## config.mk

```make
export PLATFORM = sky130hd
export DESIGN_NAME = alu_fault_campaign_flat
export DESIGN_NICKNAME = d
export VERILOG_FILES = /design/src/rtl/alu_fault_campaign_if.sv /design/src/rtl/alu_fault_campaign.sv /design/src/flat_wrapper.sv
export SDC_FILE = /design/constraint.sdc
export NUM_CORES = 1
export LEC_CHECK = 0
export BUFFER_PORTS_ARGS = -buffer_cell sky130_fd_sc_hd__buf_2
export CORE_MARGIN = 3
export CORE_UTILIZATION = 27
export CTS_CLUSTER_SIZE = 30
export DETAILED_ROUTE_END_ITERATION = 8
export SLEW_MARGIN = 30
export SYNTH_ARGS = -nofsm -noshare
export SYNTH_HDL_FRONTEND = slang
export SYNTH_SLANG_ARGS = --single-unit
export TNS_END_PERCENT = 30
```

## constraint.sdc

```tcl
create_clock -name clk -period 4.3 [get_ports clk]
set_clock_uncertainty 0.1 [all_clocks]
set_input_delay 1.29 -clock clk [delete_from_list [all_inputs] [get_ports clk]]
set_output_delay 1.29 -clock clk [all_outputs]
set_load 0.01 [all_outputs]
```

## src/rtl/alu_fault_campaign_if.sv

```systemverilog
// Control and result bundle between a campaign driver and the ALU stuck-at
// fault campaign engine.
interface alu_fault_campaign_if #(
    parameter int WIDTH        = 16,
    parameter int NUM_PATTERNS = 8
);
    localparam int FID_W = $clog2(4 * WIDTH);
    localparam int DP_W  = (NUM_PATTERNS > 1) ? $clog2(NUM_PATTERNS) : 1;
    localparam int CNT_W = $clog2(4 * WIDTH + 1);

    logic               start;
    logic               abort;
    logic [1:0]         alu_sel;
    logic [2*WIDTH-1:0] seed;
    logic               busy;
    logic               fault_valid;
    logic [FID_W-1:0]   fault_id;
    logic               fault_detected;
    logic [DP_W-1:0]    detect_pattern;
    logic [CNT_W-1:0]   detected_count;
    logic [CNT_W-1:0]   total_faults;
    logic               done;

    modport master (
        output start, abort, alu_sel, seed,
        input  busy, fault_valid, fault_id, fault_detected,
               detect_pattern, detected_count, total_faults, done
    );

    modport slave (
        input  start, abort, alu_sel, seed,
        output busy, fault_valid, fault_id, fault_detected,
               detect_pattern, detected_count, total_faults, done
    );
endinterface

```

## src/rtl/alu_fault_campaign.sv

```systemverilog
// Self-running stuck-at fault campaign: every operand-pin fault is replayed
// over an LFSR pattern sequence against a golden ALU, with fault dropping.
module alu_fault_campaign #(
    parameter int                 WIDTH        = 16,
    parameter int                 NUM_PATTERNS = 8,
    parameter logic [2*WIDTH-1:0] LFSR_TAPS    = (2*WIDTH)'(32'h80200003)
) (
    input  logic                 clk,
    input  logic                 rst_n,
    alu_fault_campaign_if.slave  bus
);
    localparam int PW         = 2 * WIDTH;
    localparam int NUM_FAULTS = 4 * WIDTH;
    localparam int FID_W      = $clog2(NUM_FAULTS);
    localparam int DP_W       = (NUM_PATTERNS > 1) ? $clog2(NUM_PATTERNS) : 1;
    localparam int CNT_W      = $clog2(NUM_FAULTS + 1);
    localparam int IDX_W      = (WIDTH > 1) ? $clog2(WIDTH) : 1;

    localparam logic [FID_W-1:0] LAST_FID  = FID_W'(NUM_FAULTS - 1);
    localparam logic [FID_W-1:0] B_BASE    = FID_W'(2 * WIDTH);
    localparam logic [DP_W-1:0]  LAST_PIDX = DP_W'(NUM_PATTERNS - 1);
    localparam logic [CNT_W-1:0] TOTAL     = CNT_W'(NUM_FAULTS);

    typedef enum logic [2:0] {
        S_IDLE   = 3'd0,
        S_LOAD   = 3'd1,
        S_APPLY  = 3'd2,
        S_RECORD = 3'd3,
        S_DONE   = 3'd4
    } state_e;

    function automatic logic [WIDTH:0] alu_f(input logic [1:0]       op,
                                             input logic [WIDTH-1:0] a,
                                             input logic [WIDTH-1:0] b);
        logic [WIDTH:0] r;
        case (op)
            2'b00:   r = {1'b0, a} + {1'b0, b};
            2'b01:   r = {1'b0, a} + {1'b0, ~b} + {{WIDTH{1'b0}}, 1'b1};
            2'b10:   r = {1'b0, a & b};
            2'b11:   r = {1'b0, a | b};
            default: r = {(WIDTH+1){1'b0}};
        endcase
        return r;
    endfunction

    function automatic logic [PW-1:0] lfsr_step(input logic [PW-1:0] x);
        return {1'b0, x[PW-1:1]} ^ (x[0] ? LFSR_TAPS : {PW{1'b0}});
    endfunction

    state_e           state_q, state_d;
    logic [PW-1:0]    lfsr_q, lfsr_d;
    logic [PW-1:0]    seed_q, seed_d;
    logic [1:0]       sel_q, sel_d;
    logic [DP_W-1:0]  pidx_q, pidx_d;
    logic [FID_W-1:0] fid_cur_q, fid_cur_d;
    logic             busy_q, busy_d;
    logic             fault_valid_q, fault_valid_d;
    logic [FID_W-1:0] fault_id_q, fault_id_d;
    logic             fault_detected_q, fault_detected_d;
    logic [DP_W-1:0]  detect_pattern_q, detect_pattern_d;
    logic [CNT_W-1:0] detected_count_q, detected_count_d;
    logic             done_q, done_d;

    logic             op_s;
    logic             sv_s;
    logic [FID_W-1:0] rem_s;
    logic [IDX_W-1:0] idx_s;
    logic [WIDTH-1:0] a_s, b_s, a_f_s, b_f_s;
    logic             mismatch_s;

    // Decode the current fault id and build the golden and faulty operands.
    always_comb begin
        op_s  = (fid_cur_q >= B_BASE);
        rem_s = op_s ? (fid_cur_q - B_BASE) : fid_cur_q;
        idx_s = rem_s[IDX_W:1];
        sv_s  = fid_cur_q[0];
        a_s   = lfsr_q[WIDTH-1:0];
        b_s   = lfsr_q[PW-1:WIDTH];
        a_f_s = a_s;
        b_f_s = b_s;
        if (op_s) begin
            b_f_s[idx_s] = sv_s;
        end else begin
            a_f_s[idx_s] = sv_s;
        end
        mismatch_s = (alu_f(sel_q, a_s, b_s) != alu_f(sel_q, a_f_s, b_f_s));
    end

    // Next-state and next-output logic; abort overrides everything outside IDLE.
    always_comb begin
        state_d          = state_q;
        lfsr_d           = lfsr_q;
        seed_d           = seed_q;
        sel_d            = sel_q;
        pidx_d           = pidx_q;
        fid_cur_d        = fid_cur_q;
        busy_d           = busy_q;
        fault_valid_d    = 1'b0;
        fault_id_d       = fault_id_q;
        fault_detected_d = fault_detected_q;
        detect_pattern_d = detect_pattern_q;
        detected_count_d = detected_count_q;
        done_d           = 1'b0;
        if (bus.abort && (state_q != S_IDLE)) begin
            state_d = S_IDLE;
            busy_d  = 1'b0;
        end else begin
            case (state_q)
                S_IDLE: begin
                    if (bus.start && !bus.abort) begin
                        state_d          = S_LOAD;
                        busy_d           = 1'b1;
                        sel_d            = bus.alu_sel;
                        seed_d           = (bus.seed == {PW{1'b0}}) ? {PW{1'b1}} : bus.seed;
                        fid_cur_d        = {FID_W{1'b0}};
                        detected_count_d = {CNT_W{1'b0}};
                    end else begin
                        state_d = S_IDLE;
                    end
                end
                S_LOAD: begin
                    lfsr_d  = seed_q;
                    pidx_d  = {DP_W{1'b0}};
                    state_d = S_APPLY;
                end
                S_APPLY: begin
                    if (mismatch_s) begin
                        state_d          = S_RECORD;
                        fault_valid_d    = 1'b1;
                        fault_id_d       = fid_cur_q;
                        fault_detected_d = 1'b1;
                        detect_pattern_d = pidx_q;
                        detected_count_d = detected_count_q + CNT_W'(1);
                    end else if (pidx_q == LAST_PIDX) begin
                        state_d          = S_RECORD;
                        fault_valid_d    = 1'b1;
                        fault_id_d       = fid_cur_q;
                        fault_detected_d = 1'b0;
                        detect_pattern_d = {DP_W{1'b0}};
                    end else begin
                        lfsr_d = lfsr_step(lfsr_q);
                        pidx_d = pidx_q + DP_W'(1);
                    end
                end
                S_RECORD: begin
                    if (fid_cur_q == LAST_FID) begin
                        state_d = S_DONE;
                        done_d  = 1'b1;
                    end else begin
                        state_d   = S_LOAD;
                        fid_cur_d = fid_cur_q + FID_W'(1);
                    end
                end
                S_DONE: begin
                    state_d = S_IDLE;
                    busy_d  = 1'b0;
                end
                default: begin
                    state_d = S_IDLE;
                    busy_d  = 1'b0;
                end
            endcase
        end
    end

    // State, datapath and output registers.
    always_ff @(posedge clk or negedge rst_n) begin
        if (!rst_n) begin
            state_q          <= S_IDLE;
            lfsr_q           <= {PW{1'b1}};
            seed_q           <= {PW{1'b1}};
            sel_q            <= 2'b00;
            pidx_q           <= {DP_W{1'b0}};
            fid_cur_q        <= {FID_W{1'b0}};
            busy_q           <= 1'b0;
            fault_valid_q    <= 1'b0;
            fault_id_q       <= {FID_W{1'b0}};
            fault_detected_q <= 1'b0;
            detect_pattern_q <= {DP_W{1'b0}};
            detected_count_q <= {CNT_W{1'b0}};
            done_q           <= 1'b0;
        end else begin
            state_q          <= state_d;
            lfsr_q           <= lfsr_d;
            seed_q           <= seed_d;
            sel_q            <= sel_d;
            pidx_q           <= pidx_d;
            fid_cur_q        <= fid_cur_d;
            busy_q           <= busy_d;
            fault_valid_q    <= fault_valid_d;
            fault_id_q       <= fault_id_d;
            fault_detected_q <= fault_detected_d;
            detect_pattern_q <= detect_pattern_d;
            detected_count_q <= detected_count_d;
            done_q           <= done_d;
        end
    end

    assign bus.busy           = busy_q;
    assign bus.fault_valid    = fault_valid_q;
    assign bus.fault_id       = fault_id_q;
    assign bus.fault_detected = fault_detected_q;
    assign bus.detect_pattern = detect_pattern_q;
    assign bus.detected_count = detected_count_q;
    assign bus.total_faults   = TOTAL;
    assign bus.done           = done_q;
endmodule

```

## src/flat_wrapper.sv

```systemverilog
// flat-port wrapper written by rule: the top's interface ports become plain ports
module alu_fault_campaign_flat 
#(
    parameter int                 WIDTH        = 16,
    parameter int                 NUM_PATTERNS = 8,
    parameter logic [2*WIDTH-1:0] LFSR_TAPS    = (2*WIDTH)'(32'h80200003)
)
  (clk, rst_n, bus_start, bus_abort, bus_alu_sel, bus_seed, bus_busy, bus_fault_valid, bus_fault_id, bus_fault_detected, bus_detect_pattern, bus_detected_count, bus_total_faults, bus_done);
  alu_fault_campaign_if #(.WIDTH(WIDTH), .NUM_PATTERNS(NUM_PATTERNS)) bus_i ();
  input  logic clk;
  input  logic rst_n;
  input wire logic [$bits(bus_i.start)-1:0] bus_start;
  input wire logic [$bits(bus_i.abort)-1:0] bus_abort;
  input wire logic [$bits(bus_i.alu_sel)-1:0] bus_alu_sel;
  input wire logic [$bits(bus_i.seed)-1:0] bus_seed;
  output wire logic [$bits(bus_i.busy)-1:0] bus_busy;
  output wire logic [$bits(bus_i.fault_valid)-1:0] bus_fault_valid;
  output wire logic [$bits(bus_i.fault_id)-1:0] bus_fault_id;
  output wire logic [$bits(bus_i.fault_detected)-1:0] bus_fault_detected;
  output wire logic [$bits(bus_i.detect_pattern)-1:0] bus_detect_pattern;
  output wire logic [$bits(bus_i.detected_count)-1:0] bus_detected_count;
  output wire logic [$bits(bus_i.total_faults)-1:0] bus_total_faults;
  output wire logic [$bits(bus_i.done)-1:0] bus_done;
  assign bus_i.start = bus_start;
  assign bus_i.abort = bus_abort;
  assign bus_i.alu_sel = bus_alu_sel;
  assign bus_i.seed = bus_seed;
  assign bus_busy = bus_i.busy;
  assign bus_fault_valid = bus_i.fault_valid;
  assign bus_fault_id = bus_i.fault_id;
  assign bus_fault_detected = bus_i.fault_detected;
  assign bus_detect_pattern = bus_i.detect_pattern;
  assign bus_detected_count = bus_i.detected_count;
  assign bus_total_faults = bus_i.total_faults;
  assign bus_done = bus_i.done;
  alu_fault_campaign #(.WIDTH(WIDTH), .NUM_PATTERNS(NUM_PATTERNS), .LFSR_TAPS(LFSR_TAPS)) u_core (.clk(clk), .rst_n(rst_n), .bus(bus_i));
endmodule
```

Yosys cells after proc, flatten, opt, wreduce, memory -nomap -nowiden
Index checks and enable logic that the tools add are counted.
{"block": "totals", "ff_bits": 98, "out_inout_bits": 27, "word_cells": 115}
{"block": "op_classes", "add_sub_neg": 10, "order_cmp": 3, "n_eq_ne": 17, "muxes": 45, "bitwise_logic": 8, "n_reduce_logical": 19}
{"operator": "$pmux 17 s4", "count": 2}
{"operator": "$mux 32", "count": 4}
{"operator": "$add 16x16->17", "count": 4}
{"operator": "$pmux 32 s2", "count": 1}
{"operator": "$add 17x1->17 const B", "count": 2}
{"operator": "$and 16x16->16", "count": 2}
{"operator": "$bwmux 16", "count": 2}
{"operator": "$logic_not 32->1", "count": 1}
{"operator": "$mux 16", "count": 2}
{"operator": "$not 16->16", "count": 2}
{"operator": "$or 16x16->16", "count": 2}
{"operator": "$xor 31x32->32", "count": 1}
{"operator": "$mux 3", "count": 8}
{"operator": "$mux 6", "count": 4}
{"operator": "$ne 17x17->1", "count": 1}
{"operator": "$mux 7", "count": 2}
{"operator": "$pmux 7 s2", "count": 1}
{"operator": "$mux 1", "count": 13}
{"operator": "$pmux 3 s4", "count": 1}
{"operator": "$pmux 6 s2", "count": 1}
{"operator": "$reduce_and 4->1", "count": 3}
{"operator": "$reduce_bool 2->1", "count": 4}
{"operator": "$add 7x1->7 const B", "count": 1}
{"operator": "$add 6x1->6 const B", "count": 1}
{"operator": "other kinds (28)", "count": 37}

Depth between registers and ports, before layout
{"block": "logic_depth", "ltp_word": 16, "ltp_mapped": 22, "mapped_depth_nobuf": 19}

Worst setup path after synthesis
No wires, ideal clock.
{"block": "synth_path", "path_kind": "register to register", "from": "reg u_core.fid_cur_q[1]", "to": "reg u_core.fault_id_q[0], in the netlist u_core.bus.fault_id[0]", "arrival_ns": 4.390, "required_time_ns": 4.075, "path_slack_ns": -0.315, "path_stages_with_launch": 20, "n_path_buf": 2, "synth_period_minus_slack_ns": 4.615, "path_cell_list": "dfrtp_1 clkbuf_1 inv_1 nor2_1 nand3_1 o21ai_0 inv_1 fa_1 nor2b_1 o21ai_0 a21oi_1 o211a_1 a211oi_1 xnor2_1 a41oi_1 nor4b_2 nand3_1 o31a_1 buf_4 mux2_4"}
{"block": "synth_via", "elab_chain_cells": 15, "word_cells_on_any_way": 23, "cone_classes": "add/sub (4); order compare (3); eq/ne (1); mux (9); bitwise (3); reduce/logical (3)"}
{"element": "start, declared", "line_no": "alu_fault_campaign.sv:55", "text": "logic [FID_W-1:0] fid_cur_q, fid_cur_d;"}
{"element": "start signal, assigned", "line_no": "alu_fault_campaign.sv:174", "text": "fid_cur_q <= {FID_W{1'b0}};"}
{"element": "start signal, assigned", "line_no": "alu_fault_campaign.sv:188", "text": "fid_cur_q <= fid_cur_d;"}
{"element": "$sub 5x1->5 / $ge 6x6->1 (equally long branches)", "line_no": "alu_fault_campaign.sv:74, alu_fault_campaign.sv:73"}
{"element": "$mux 5", "line_no": "alu_fault_campaign.sv:74", "text": "rem_s = op_s ? (fid_cur_q - B_BASE) : fid_cur_q;"}
{"element": "$lt 4x5->1 (implied by the code) / $ge 4x1->1 (equally long branches)", "line_no": "alu_fault_campaign.sv:82, alu_fault_campaign.sv:84"}
{"element": "$logic_and 1x1->1 (implied by the code)", "line_no": "alu_fault_campaign.sv:82, alu_fault_campaign.sv:84"}
{"element": "$mux 1 (implied by the code)", "line_no": "alu_fault_campaign.sv:82, alu_fault_campaign.sv:84"}
{"element": "$demux 1 s4"}
{"element": "$bwmux 16", "line_no": "alu_fault_campaign.sv:82", "text": "b_f_s[idx_s] = sv_s;"}
{"element": "$mux 16", "line_no": "alu_fault_campaign.sv:81", "text": "if (op_s) begin"}
{"element": "$not 16->16", "line_no": "alu_fault_campaign.sv:38", "text": "2'b01: r = {1'b0, a} + {1'b0, ~b} + {{WIDTH{1'b0}}, 1'b1};"}
{"element": "$add 16x16->17", "line_no": "alu_fault_campaign.sv:38"}
{"element": "$add 17x1->17", "line_no": "alu_fault_campaign.sv:38"}
{"element": "$pmux 17 s4 (*)", "line_no": "alu_fault_campaign.sv:36", "text": "case (op)"}
{"element": "$ne 17x17->1 (*)", "line_no": "alu_fault_campaign.sv:86", "text": "mismatch_s = (alu_f(sel_q, a_s, b_s) != alu_f(sel_q, a_f_s, b_f_s));"}
{"element": "$reduce_bool 2->1 (no source line)"}
{"element": "$reduce_and 3->1 (no source line)"}
{"element": "end signal, assigned", "line_no": "alu_fault_campaign.sv:177", "text": "fault_id_q <= {FID_W{1'b0}};"}
{"element": "end signal, assigned", "line_no": "alu_fault_campaign.sv:191", "text": "fault_id_q <= fault_id_d;"}
{"element": "end, declared", "line_no": "alu_fault_campaign.sv:58", "text": "logic [FID_W-1:0] fault_id_q, fault_id_d;"}
Mark *: on every way between the ends. The rest lies on a longest branch, timed or not.
A chain may end at the register's enable or synchronous reset.

Final worst setup path
{"block": "layout_path", "from": "reg u_core.fid_cur_q[5]", "to": "reg u_core.lfsr_q[20]"}
{"block": "layout_via", "elab_chain_cells": 15, "word_cells_on_any_way": 21, "cone_classes": "add/sub (3); order compare (3); eq/ne (2); mux (8); bitwise (3); reduce/logical (2)"}
{"element": "$ge 6x6->1 (*)", "line_no": "alu_fault_campaign.sv:73", "text": "op_s = (fid_cur_q >= B_BASE);"}
{"element": "$mux 5", "line_no": "alu_fault_campaign.sv:74"}
{"element": "$lt 4x5->1 (implied by the code) / $ge 4x1->1 (equally long branches)", "line_no": "alu_fault_campaign.sv:82, alu_fault_campaign.sv:84"}
{"element": "$logic_and 1x1->1 (implied by the code)", "line_no": "alu_fault_campaign.sv:82, alu_fault_campaign.sv:84"}
{"element": "$mux 1 (implied by the code)", "line_no": "alu_fault_campaign.sv:82, alu_fault_campaign.sv:84"}
{"element": "$demux 1 s4"}
{"element": "$bwmux 16", "line_no": "alu_fault_campaign.sv:82"}
{"element": "$mux 16", "line_no": "alu_fault_campaign.sv:81"}
{"element": "$not 16->16", "line_no": "alu_fault_campaign.sv:38"}
{"element": "$add 16x16->17", "line_no": "alu_fault_campaign.sv:38"}
{"element": "$add 17x1->17", "line_no": "alu_fault_campaign.sv:38"}
{"element": "$pmux 17 s4 (*)", "line_no": "alu_fault_campaign.sv:36"}
{"element": "$ne 17x17->1 (*)", "line_no": "alu_fault_campaign.sv:86"}
{"element": "$ne 2x2->1 (no source line) (*)"}
{"element": "$reduce_and 4->1 (no source line) (*)"}
{"element": "end signal, assigned", "line_no": "alu_fault_campaign.sv:170", "text": "lfsr_q <= {PW{1'b1}};"}
{"element": "end signal, assigned", "line_no": "alu_fault_campaign.sv:184", "text": "lfsr_q <= lfsr_d;"}
{"element": "end, declared", "line_no": "alu_fault_campaign.sv:51", "text": "logic [PW-1:0] lfsr_q, lfsr_d;"}
Marked as above.

==> flow_metrics.tcl <==
set metrics [dict create \
    dr.pass1.iters 8 \
    violations "negative setup slack" \
    cts_sinks 98 \
    pin_count 65 \
    synth_edf_count 0 \
    drt-total-wl_mm 37.7 \
    clk-insertion-delay-late_ps 350 \
    synth_warnings 0 \
    grt_max_degree 69 \
    row_count 70 \
    status "complete, but fails checks" \
    grt-ovfl-total 0 \
    cp-end-kind "register" \
    fin_ws_ps -236 \
    slew_headroom 0.236 \
    synthArstFlopShare 1.00 \
    worstMarginPinSlew_ps 1150 \
    cp_max_fo 12 \
    clk_pin_slew_ps 70 \
    start_kind "register" \
    synth_area_leaders "dfstp_2, ha_1, dfrtp_1" \
    maxCapViolCount 0 \
    synth-main-ff-cell "dfstp_2" \
    ant_nets 0 \
    cts_buffers 9 \
    min_period_over_period 1.05 \
    setup_violations 54 \
    antenna_found_initial 0 \
    min_path_cells 1 \
    die_area_um2 39700 \
    clockRootBuffer "clkbuf_16" \
    grt_pass1_wl_mm 58.4 \
    portBuffers 57 \
    clk_path_buf_depth 2 \
    die_w_um 199 \
    avgSynthCellArea_um2 7.83 \
    ys_seq_area_frac 0.251 \
    stdcell_area_um2 14300 \
    syn_area_um2 10100 \
    fp.dieH_um 199 \
    required_ps 4470 \
    hold_viol_final 0 \
    arrival_ps 4700 \
    drive_gt1_frac 0.389 \
    drt_iter0_markers 1059 \
    start_util 0.275 \
    syn_inst 1288 \
    tns_ps -9700 \
    wl_per_cell_um 18.6 \
    worst-r2r-setup-slack_ps -240 \
    core_um2 36700 \
    htree_levels 3 \
    synth_top_area_share 0.167 \
    grt_pass1_vias 10400 \
    hp-class "register to register" \
    vias 10700 \
    rsz0062_at_grt "yes" \
    dp.cells 1966 \
    fmax_mhz 220 \
    synth_common_cells "nor2_1, a21oi_1, nand2_1" \
    synth_seq_cells 98 \
    r2r_end "u_core.lfsr_q[20]$_DFFE_PN1P_" \
    finalNonFillerCells 2025 \
    place.gp.congestion 0.950 \
    antenna_cells 0 \
    crit_type "register to register" \
    grt_usage 0.186 \
    fin_nets 1696 \
    maxSlewViolCount 0 \
    cts_tree "built" \
    dpl_cell_area_um2 12400 \
    synth_cell_type_count 86 \
    worstHoldStart "u_core.bus.detected_count[6]$_DFFE_PN0P_" \
    r2r_cells 20 \
    synth.most_common_cell "nor2_1" \
    period_needed_ps 4540 \
    hpwl_mm 28.7 \
    worstHoldEndpoint "u_core.bus.detected_count[6]$_DFFE_PN0P_" \
    via_per_inst 5.29 \
    worstReg2RegStart "u_core.fid_cur_q[5]$_DFFE_PN0P_" \
    remaining_drc_errors 0 \
    yosysTopAreaCell "dfstp_2" \
    synthToLayoutAreaGrowth_pct 42.1 \
]
## metrics by stage
step / setup WS, ps / hold WS [ps] / utilization
after floorplan: 16.2 / 373 / -
after global placement: -545 / 363 / 0.339
after detailed placement: -578 / 371 / 0.339
after CTS: -84.6 / 395 / 0.381
after global routing: -395 / 443 / 0.390
final: -236 / 410 / 0.390
## what timing repair did
item / 4_1_cts / 5_1_grt
hold buffers: 0 / 0
setup buffers: 30 / 12
endpoints found under the setup margin: 54 / 54
pin swaps: 57 / 23
cloned: 1 / 3
resized for setup: 215 / 38
## routing by layer
metal,part of all wire,up-vias,track usage
met5,0,-,0
met1,0.46,5183,0.258
met4,0.034,0,0.0601
met2,0.46,360,0.301
met3,0.049,73,0.0212
li1,-,5101,-
## registers in the layout, summed over array words and instances, names as in the netlist
register,flops
u_core.bus.done,1
u_core.seed_q,32
u_core.state_q,3
u_core.fid_cur_q,6
u_core.bus.fault_detected,1
u_core.bus.fault_id,6
u_core.bus.fault_valid,1
u_core.pidx_q,3
u_core.bus.busy,1
u_core.lfsr_q,32
u_core.bus.detect_pattern,3
u_core.bus.detected_count,7
u_core.sel_q,2
## worst max path at each step
stage / cells after the start / to / from / slack [ps]
6_report: 20 / u_core.lfsr_q[20]$_DFFE_PN1P_ / u_core.fid_cur_q[5]$_DFFE_PN0P_ / -240
5_1_grt: 20 / u_core.lfsr_q[20]$_DFFE_PN1P_ / u_core.fid_cur_q[5]$_DFFE_PN0P_ / -400
4_1_cts: 20 / u_core.lfsr_q[19]$_DFFE_PN1P_ / u_core.fid_cur_q[2]$_DFFE_PN0P_ / -80
3_5_place_dp: 21 / u_core.bus.detected_count[0]$_DFFE_PN0P_ / u_core.fid_cur_q[2]$_DFFE_PN0P_ / -580
3_3_place_gp: 21 / u_core.bus.detected_count[0]$_DFFE_PN0P_ / u_core.fid_cur_q[2]$_DFFE_PN0P_ / -550
2_1_floorplan: 21 / u_core.bus.fault_id[0]$_DFFE_PN0P_ / u_core.fid_cur_q[3]$_DFFE_PN0P_ / 20
## cells in the final DEF, fill, tap and decap left out, drive strengths merged, types with 8 or more instances in the layout
master,instances
buf,332
nor2,152
a21oi,110
nand2,107
inv,106
ha,101
o21ai,85
dfstp,64
xnor2,40
dfrtp,34
nor3,33
o22a,32
o41ai,29
a21o,24
nand3,22
xor2,21
nor4,17
nor2b,16
nand2b,15
clkbuf,15
o211ai,12
o31ai,12
a211oi,12
nand4,11
o31a,11
a31oi,10
or3,9
and3,8
## area by class of cell
class | count | area, um^2
Multi-Input combinational cell | 1003 | 7920
Inverter | 106 | 403
Timing Repair Buffer | 335 | 2600
Clock buffer | 12 | 246
Sequential cell | 98 | 2540
Tap cell | 468 | 586
Clock inverter | 3 | 25.0
Fill cell | 3676 | 22400
## kinds of logic after synthesis
| family | Yosys count | synth area share |
|---|---|---|
| buffers and inverters | 192 | 0.0796 |
| AOI/OAI and AO/OA | 405 | 0.272 |
| xor gates and xnor gates | 61 | 0.0530 |
| adders and majority gates | 105 | 0.133 |
| muxes | 14 | 0.0194 |
| DFF | 98 | 0.251 |
| and+or+nand+nor | 411 | 0.191 |
| other | 2 | 0.000745 |
## critical path, cell delays in order (launching register included)
cell,delay [ps]
dfrtp_2,450
buf_8,160
nand3b_1,210
nor3_4,240
buf_4,140
o21ai_4,70
ha_4,310
buf_4,120
inv_1,30
a21oi_1,240
o31ai_2,130
o2111a_1,300
o31a_1,300
o31a_1,300
xor2_1,170
a21oi_2,180
nand4_4,190
buf_12,210
buf_16,160
o41ai_4,340
a21oi_1,70
Power is not shown: default switching activity piles up to over one toggle a cycle in this logic, so the estimate is an artifact.
